<file path="config.mk">
export PLATFORM = sky130hd
export DESIGN_NAME = steer_quad_encoder
export DESIGN_NICKNAME = d
export VERILOG_FILES = /design/src/rtl/steer_quad_encoder.sv
export SDC_FILE = /design/constraint.sdc
export NUM_CORES = 1
export LEC_CHECK = 0
export ABC_AREA = 1
export CORE_MARGIN = 8
export CORE_UTILIZATION = 45
export CTS_CLUSTER_DIAMETER = 80
export CTS_CLUSTER_SIZE = 28
export DETAILED_ROUTE_END_ITERATION = 12
export PLACE_DENSITY_LB_ADDON = 0.1
export SYNTH_ARGS = -nofsm -noshare
export SYNTH_HDL_FRONTEND = slang
export SYNTH_SLANG_ARGS = --single-unit
export TNS_END_PERCENT = 30
</file>
<file path="constraint.sdc">
create_clock -name CLK -period 7.5 [get_ports CLK]
set_input_delay 1.5 -clock CLK [delete_from_list [all_inputs] [get_ports CLK]]
set_output_delay 1.5 -clock CLK [all_outputs]
set_load 0.1 [all_outputs]
</file>
<file path="src/rtl/steer_quad_encoder.sv">
// Left/right steering buttons -> accelerating 2-bit quadrature {A,B} for the sprint2 core.
// Define STEER_DEBOUNCE_EN to insert a synchronizer plus stability filter on the buttons.
module steer_quad_encoder #(
    parameter int unsigned DIV_W      = 16,
    parameter int unsigned START_DIV  = 22500,
    parameter int unsigned MIN_DIV    = 5625,
    parameter int unsigned ACCEL_STEP = 1125,
    parameter int unsigned DEB_CYCLES = 1024
) (
    input  logic       CLK,
    input  logic       reset,
    input  logic       left,
    input  logic       right,
    output logic [1:0] steer,
    output logic       dir,
    output logic       moving
);

    // state      | meaning
    // ST_IDLE    | no direction (none or both pressed); phase holds, timer parked
    // ST_RUN_CW  | right held; phase steps +1 whenever the timer expires
    // ST_RUN_CCW | left held; phase steps -1 whenever the timer expires
    typedef enum logic [1:0] {
        ST_IDLE    = 2'd0,
        ST_RUN_CW  = 2'd1,
        ST_RUN_CCW = 2'd2
    } state_t;

    localparam logic [DIV_W-1:0] START_V  = DIV_W'(START_DIV);
    localparam logic [DIV_W-1:0] START_M1 = DIV_W'(START_DIV - 1);
    localparam logic [DIV_W-1:0] MIN_V    = DIV_W'(MIN_DIV);
    localparam logic [DIV_W-1:0] ACCEL_V  = DIV_W'(ACCEL_STEP);

    if (MIN_DIV == 0 || MIN_DIV > START_DIV || DEB_CYCLES == 0) begin : g_bad_params
        $error("steer_quad_encoder: illegal parameter set");
    end

    logic w_r;
    logic w_l;

`ifdef STEER_DEBOUNCE_EN
    localparam int unsigned      DEB_W    = (DEB_CYCLES > 1) ? $clog2(DEB_CYCLES) : 1;
    localparam logic [DEB_W-1:0] DEB_LAST = DEB_W'(DEB_CYCLES - 1);

    // bit 1 = right, bit 0 = left
    logic [1:0]       r_sync1;
    logic [1:0]       r_sync2;
    logic [1:0]       r_deb;
    logic [DEB_W-1:0] r_deb_cnt [2];

    always_ff @(posedge CLK) begin
        if (reset) begin
            r_sync1      <= 2'b00;
            r_sync2      <= 2'b00;
            r_deb        <= 2'b00;
            r_deb_cnt[0] <= '0;
            r_deb_cnt[1] <= '0;
        end else begin
            r_sync1 <= {right, left};
            r_sync2 <= r_sync1;
            for (int i = 0; i < 2; i++) begin
                if (r_sync2[i] == r_deb[i]) begin
                    r_deb_cnt[i] <= '0;
                end else if (r_deb_cnt[i] == DEB_LAST) begin
                    r_deb[i]     <= r_sync2[i];
                    r_deb_cnt[i] <= '0;
                end else begin
                    r_deb_cnt[i] <= r_deb_cnt[i] + 1'b1;
                end
            end
        end
    end

    assign w_r = r_deb[1];
    assign w_l = r_deb[0];
`else
    assign w_r = right;
    assign w_l = left;
`endif

    state_t           r_state;
    logic [1:0]       r_phase;
    logic [1:0]       r_steer;
    logic             r_dir;
    logic [DIV_W-1:0] r_period;
    logic [DIV_W-1:0] r_cnt;

    state_t           w_req;
    state_t           w_state_nxt;
    logic [1:0]       w_phase_nxt;
    logic             w_dir_nxt;
    logic [DIV_W-1:0] w_period_nxt;
    logic [DIV_W-1:0] w_cnt_nxt;
    logic [DIV_W-1:0] w_period_sub;
    logic [DIV_W-1:0] w_period_dec;
    logic [1:0]       w_gray;

    // Saturating acceleration; the ACCEL_V guard keeps the subtraction from wrapping.
    assign w_period_sub = r_period - ACCEL_V;
    assign w_period_dec = (r_period <= ACCEL_V || w_period_sub < MIN_V) ? MIN_V : w_period_sub;
    assign w_gray       = {r_phase[1], r_phase[1] ^ r_phase[0]};

    always_comb begin
        w_req        = ST_IDLE;
        w_state_nxt  = r_state;
        w_phase_nxt  = r_phase;
        w_dir_nxt    = r_dir;
        w_period_nxt = r_period;
        w_cnt_nxt    = r_cnt;

        if (w_r && !w_l) begin
            w_req = ST_RUN_CW;
        end else if (w_l && !w_r) begin
            w_req = ST_RUN_CCW;
        end

        if (w_req == ST_IDLE) begin
            w_state_nxt  = ST_IDLE;
            w_period_nxt = START_V;
            w_cnt_nxt    = START_M1;
        end else if (w_req != r_state) begin
            w_state_nxt  = w_req;
            w_period_nxt = START_V;
            w_cnt_nxt    = START_M1;
            w_dir_nxt    = (w_req == ST_RUN_CW);
        end else if (r_cnt != '0) begin
            w_cnt_nxt = r_cnt - 1'b1;
        end else begin
            w_phase_nxt  = (r_state == ST_RUN_CW) ? r_phase + 2'd1 : r_phase - 2'd1;
            w_period_nxt = w_period_dec;
            w_cnt_nxt    = w_period_dec - 1'b1;
        end
    end

    always_ff @(posedge CLK) begin
        if (reset) begin
            r_state  <= ST_IDLE;
            r_phase  <= 2'd0;
            r_steer  <= 2'b00;
            r_dir    <= 1'b0;
            r_period <= START_V;
            r_cnt    <= START_M1;
        end else begin
            r_state  <= w_state_nxt;
            r_phase  <= w_phase_nxt;
            r_steer  <= w_gray;
            r_dir    <= w_dir_nxt;
            r_period <= w_period_nxt;
            r_cnt    <= w_cnt_nxt;
        end
    end

    assign steer  = r_steer;
    assign dir    = r_dir;
    assign moving = (r_state != ST_IDLE);

endmodule

</file>
* Word level (Yosys, flattened, before mapping)
Index checks and enable logic that the tools add are counted.
** Storage, ports and cells
- Flip-flop bits (word level) :: 39
- Output and inout port bits :: 4
- Logic and storage cells :: 37
** Operators by class
- Add/sub/neg operators :: 5
- Order comparisons :: 2
- Equal/unequal tests :: 3
- Mux-type cells :: 5
- Bitwise operators :: 4
- Reduce and logical (&&, ||, !) cells :: 12
** Operator list (number)
- 16-bit two-way mux :: 2
- 16-bit by 1-bit subtractor with 16-bit output, second input constant :: 2
- 16-bit by 11-bit <= comparator with 1-bit output, second input constant :: 1
- 16-bit by 13-bit less-than comparator with 1-bit output, second input constant :: 1
- 16-bit nonzero test :: 1
- 16-bit by 11-bit subtractor with 16-bit output, second input constant :: 1
- 2-bit two-way mux :: 3
- 2-bit by 1-bit equality test with 1-bit output, second input constant :: 2
- 1-bit NOT :: 3
- 3-bit AND reduction :: 1
- 3-bit OR reduction :: 1
- 2-bit by 1-bit adder with 2-bit output, second input constant :: 1
- 1-bit logical AND :: 2
- 1-bit zero test :: 2
- 2-bit zero test :: 1
- 2-bit != test :: 1
- 2-bit AND reduction :: 1
- 2-bit nonzero test :: 1
- 2-bit OR reduction :: 1
- 2-bit by 1-bit subtractor with 2-bit output, second input constant :: 1
- 1-bit logical OR :: 1
- 1-bit XOR :: 1

* Depth between registers and ports, before layout
- Depth in word-level cells :: 7
- Mapped depth :: 25
- Gate-level depth less buffers :: 25

* Least setup slack after synthesis
Ideal clock, no wire load.
- Kind :: input to register
- Start :: input left
- End :: register r_cnt[2]
- Arrival time :: 2.947 ns
- Required time :: 7.429 ns
- Setup slack :: 4.482 ns
- Stages :: 7
- Buffers on the path :: 1
- Cells stage by stage :: inv_1 ha_1 or2_2 nor2_1 inv_1 clkbuf_1 a21oi_1
** Between the ends
- Cells in the longest elaborated chain, start to end :: 5
** Ends and longest elaborated chain
- start: declaration :: RTL line 12 : input logic left,
- 1-bit logical AND / 1-bit zero test (equally long branches) :: RTL line 113, 111
- 2-bit two-way mux / 1-bit logical AND (equally long branches) :: RTL line 113, 111
- 2-bit two-way mux * :: RTL line 111 : if (w_r && !w_l) begin
- 2-bit != test / 2-bit zero test (equally long branches) :: RTL line 121, 117
- 3-bit OR reduction (no source line) *
- end signal: assignment :: RTL line 149 : r_cnt <= w_cnt_nxt;
- end: declaration :: RTL line 86 : logic [DIV_W-1:0] r_cnt;
Mark *: on every way between the ends. The rest lies on a longest branch, timed or not.
A chain may end at the register's enable or synchronous reset.

* Final worst setup path
- Start :: register r_period[0]
- End :: register r_cnt[12]
** Between the ends
- Cells in the longest elaborated chain, start to end :: 6
** Ends and longest elaborated chain
- start: declaration :: RTL line 85 : logic [DIV_W-1:0] r_period;
- start signal: assignment :: RTL line 148 : r_period <= w_period_nxt;
- 16-bit by 11-bit subtractor with 16-bit output :: RTL line 99 : assign w_period_sub = r_period - ACCEL_V;
- 16-bit by 13-bit less-than comparator with 1-bit output :: RTL line 100 : assign w_period_dec = (r_period <= ACCEL_V || w_period_sub < MIN_V) ? MIN_V : w_period_sub;
- 1-bit logical OR :: RTL line 100
- 16-bit two-way mux * :: RTL line 100
- 16-bit by 1-bit subtractor with 16-bit output * :: RTL line 131 : w_cnt_nxt = w_period_dec - 1'b1;
- 16-bit two-way mux * :: RTL line 126 : end else if (r_cnt != '0) begin
Marked as above.

==> run_results.csv <==
group,metric,value,unit
clocking,cts.sink_count,39,
flow_run,cap_violations,0,
critical_path,cp_max_fo,13,
timing,drv_slew,0,
timing,fmax,281.3,MHz
critical_path,worstRegToRegCells,23,
timing,slew_headroom,0.3522,
finish,synthToLayoutAreaGrowth,8.362,%
die,die_h,92.07,um
detailed_routing,avgRoutedWirePerCell,12.17,um
timing,setup_tns,0,ns
global_routing,use_met1,0.1970,
detailed_routing,dr.pass1.iters,4,
detailed_routing,post-route-drc-count,0,
die,ios,8,
finish,drive_above_1_share,0.1839,
global_routing,grt_pass1_wl,9.998,mm
clocking,htreeDepth,2,
placement,gp_congestion,0.7933,
power,clock_power_share,0.381,
yosys,syn_inst,388,
global_routing,grt_max_degree,26,
timing,tightest_slew,0.9686,ns
clocking,cts_hold_buf,0,
yosys,ys.warnings.count,0,
critical_path,critPathArrivalTime,3.74,ns
timing,hold_viol,0,
detailed_routing,drtIter0Drc,126,
critical_path,crit_top_cell,"nand2_1",
yosys,ys_seq_elements,39,
run_status,status,"finished clean",
yosys,syn_area_per_cell,6.711,sq um
global_routing,met3_usage,0.02689,
finish,n_antenna_cell,0,
power,switching_share,0.2372,
finish,fin_util,0.5093,
die,die-area,0.008476,sq mm
global_routing,grt_pass1_vias,2196,
worst_hold_path,hp-class,"flop to flop",
power,power_frac_comb,0.064,
global_routing,track_usage,0.1439,
die,rows,27,
detailed_routing,vias,2270,
critical_path,critPathMaxStageDelay,0.42,ns
finish,nets,406,
power,p_seq_frac,0.555,
power,ir_worst_vdd,0.00008490,V
placement,io_buffers,7,
critical_path,path_cells,"inv_1 > ha_1 > inv_1 > nand2_1 > nand3_1 > nand2_1 > nand2_1 > nand2_1 > nand2_1 > nand2_1 > nor2_1 > nand3_1 > nand2_2 > nand2_1 > o21ai_1 > nand2_1 > inv_1 > ha_1 > nand2_1 > nor2_4 > nand4_1 > o21ai_1 > nand2_1",
detailed_routing,wirelength,5.706,mm
clocking,ctsResizeCount,0,
yosys,synth_nets,397,
global_routing,grt_overflow_total,0,
detailed_routing,drt-vias-per-instance,4.840,
yosys,synth_area,0.002604,sq mm
critical_path,cp_num_cells,23,
critical_path,cp.required,7.68,ns
clocking,cts_buffers,5,
global_routing,antenna_found_initial,0,
critical_path,path_class,"flop to flop",
die,start_util,0.4700,
timing,period_share,0.4740,
power,p_leak,1.247,nW
critical_path,critical-path-slowest-cell,"dfxtp_1",
die,die_w,92.07,um
power,power.density,133.6,mW/mm^2
clocking,cts_tree,"done",
critical_path,path_buf_inv,3,
timing,setup_viol,0,
yosys,synth_cell_types,34,
critical_path,crit_family,"simple AND/OR/NAND/NOR gates",
placement,dp_hpwl,4.574,mm
clocking,clock_path_buffers,2,
global_routing,busiest_layer,"met2",
clocking,post_cts_buffers,0,
power,p_sw,0.00008942,W
critical_path,cp-end-kind,"flop",
worst_hold_path,hold_depth,2,
clocking,cts-root-buf,"clkbuf_8",
timing,clock_skew,0.005848,ns
clocking,clock_latency,0.29,ns
detailed_routing,ant_nets,0,
die,coreArea,0.005540,sq mm
clocking,clk_pin_slew_worst_paths,0.07,ns
global_routing,use_met2,0.2199,
critical_path,critPathLaunchType,"flop",
timing,period_minus_slack,3.555,ns
yosys,seq_area_frac_synth,0.2999,
power,p_int,0.0002875,W
timing,rsz0062_at_grt,"false",
## tightest hold or removal path, cell delays in order, from the launching register on
cell and delay, ns:
dfxtp_1 0.33, inv_1 0.06, nor2_1 0.04
## metrics by stage
step | power (W) | setup slack, ns | cell area, sq um | instances | hold WS (ns)
detailed placement | 0.0002381 | 3.730 | 2734 | 462 | 0.4604
floorplan | 0.0002310 | 4.482 | 2604 | 388 | 0.4293
global route | 0.0003938 | 3.564 | 2821 | 469 | 0.5151
global placement | 0.0002377 | 3.790 | 2734 | 462 | 0.4493
CTS | 0.0003823 | 3.924 | 2821 | 469 | 0.4718
finish | 0.0003769 | 3.945 | 2821 | 469 | 0.4729
## area by class of cell
type                    instances  area [sq um]
well taps                      72         90.09
inverters                      58         217.7
multi-input cells             284          1560
clock inverters                 1         5.005
fillers                       578          2719
flip-flops and latches         39         780.7
repair buffers                  9         85.08
clock buffers                   6         82.58
## metal layers
metal | wire length [um] | share of wire | up-vias
li1 | - | - | 1261
met1 | 3128 | 0.55 | 983
met2 | 2337 | 0.41 | 21
met3 | 168 | 0.029 | 5
met4 | 73 | 0.013 | 0
met5 | 0 | 0 | -
## placed cells by master (no fill, tap or decap), types with 2 or more instances in the layout
cell type,n
nor2_4,6
xnor2_1,3
a21oi_1,17
buf_4,2
clkbuf_8,6
or2_2,3
clkdlybuf4s50_1,7
nor2_2,10
nor3_1,4
nand3b_1,2
nand2_2,20
nand3_2,10
xor2_1,3
nand2_1,93
nand3_1,36
nand4_2,2
nor4_1,2
inv_1,51
nand4_1,6
nor2_1,37
o211ai_1,8
ha_1,5
dfxtp_1,39
o21ai_1,8
inv_2,7
## cell families after synthesis
| group | Yosys count | synth area share |
|---|---|---|
| DFF | 39 | 0.2999 |
| AOI/OAI and AO/OA | 38 | 0.08938 |
| adders and majority gates | 5 | 0.02403 |
| and+or+nand+nor | 235 | 0.4656 |
| xor gates and xnor gates | 6 | 0.02019 |
| buffers and inverters | 65 | 0.1009 |
## flip-flops by register name, summed over array words and instances (netlist names)
name      flops
r_period     16
dir           1
r_state       2
r_cnt        16
r_phase       2
steer         2
## path summary, 6_finish.rpt
kind                                          startpoint              endpoint  slack, ns
worst max-delay path            r_period[0]$_SDFFE_PP0N_  r_cnt[12]$_SDFF_PP1_       3.95
worst min-delay path             r_phase[1]$_SDFFE_PP0P_   steer[1]$_SDFF_PP0_       0.47
worst max register to register  r_period[0]$_SDFFE_PP0N_  r_cnt[12]$_SDFF_PP1_       3.95
worst min register to register   r_phase[1]$_SDFFE_PP0P_   steer[1]$_SDFF_PP0_       0.47
## cell usage after synthesis
master,instances,area (sq um)
o21ai_0,1,5.000
a211o_1,1,8.760
nor3_1,4,20.02
a21oi_4,1,16.27
xor2_1,3,26.28
nand2_1,93,349.1
inv_2,7,26.28
nor2_2,10,62.56
nand3_4,1,17.52
or2_2,3,18.77
nand3b_2,1,11.26
buf_12,1,20.02
nand4_1,6,37.54
inv_1,51,191.4
dfxtp_1,39,780.8
o21ai_1,8,40.04
nand3b_4,1,20.02
a21oi_2,1,8.760
ha_1,5,62.56
a21oi_1,17,85.08
nand3_2,10,100.1
nand3_1,36,180.2
nand2_2,20,125.1
nor2_4,6,67.56
nor4_1,2,12.51
nand4_2,2,25.02
clkbuf_1,4,15.01
xnor2_1,3,26.28
o211ai_1,8,60.06
buf_2,2,10.01
nor2_1,37,138.9
nand2_4,1,11.26
a311oi_1,1,8.760
nand3b_1,2,15.01
## power groups by stage
stage                     combinational, W  clock, W  sequential (W)
final                            0.0000241  0.000144        0.000209
after global routing             0.0000267  0.000158        0.000209
after CTS                        0.0000243  0.000149        0.000209
after detailed placement         0.0000242         0        0.000214
after global placement           0.0000238         0        0.000214
after floorplan                  0.0000132         0        0.000218
Power figures use the tool's default switching activity.
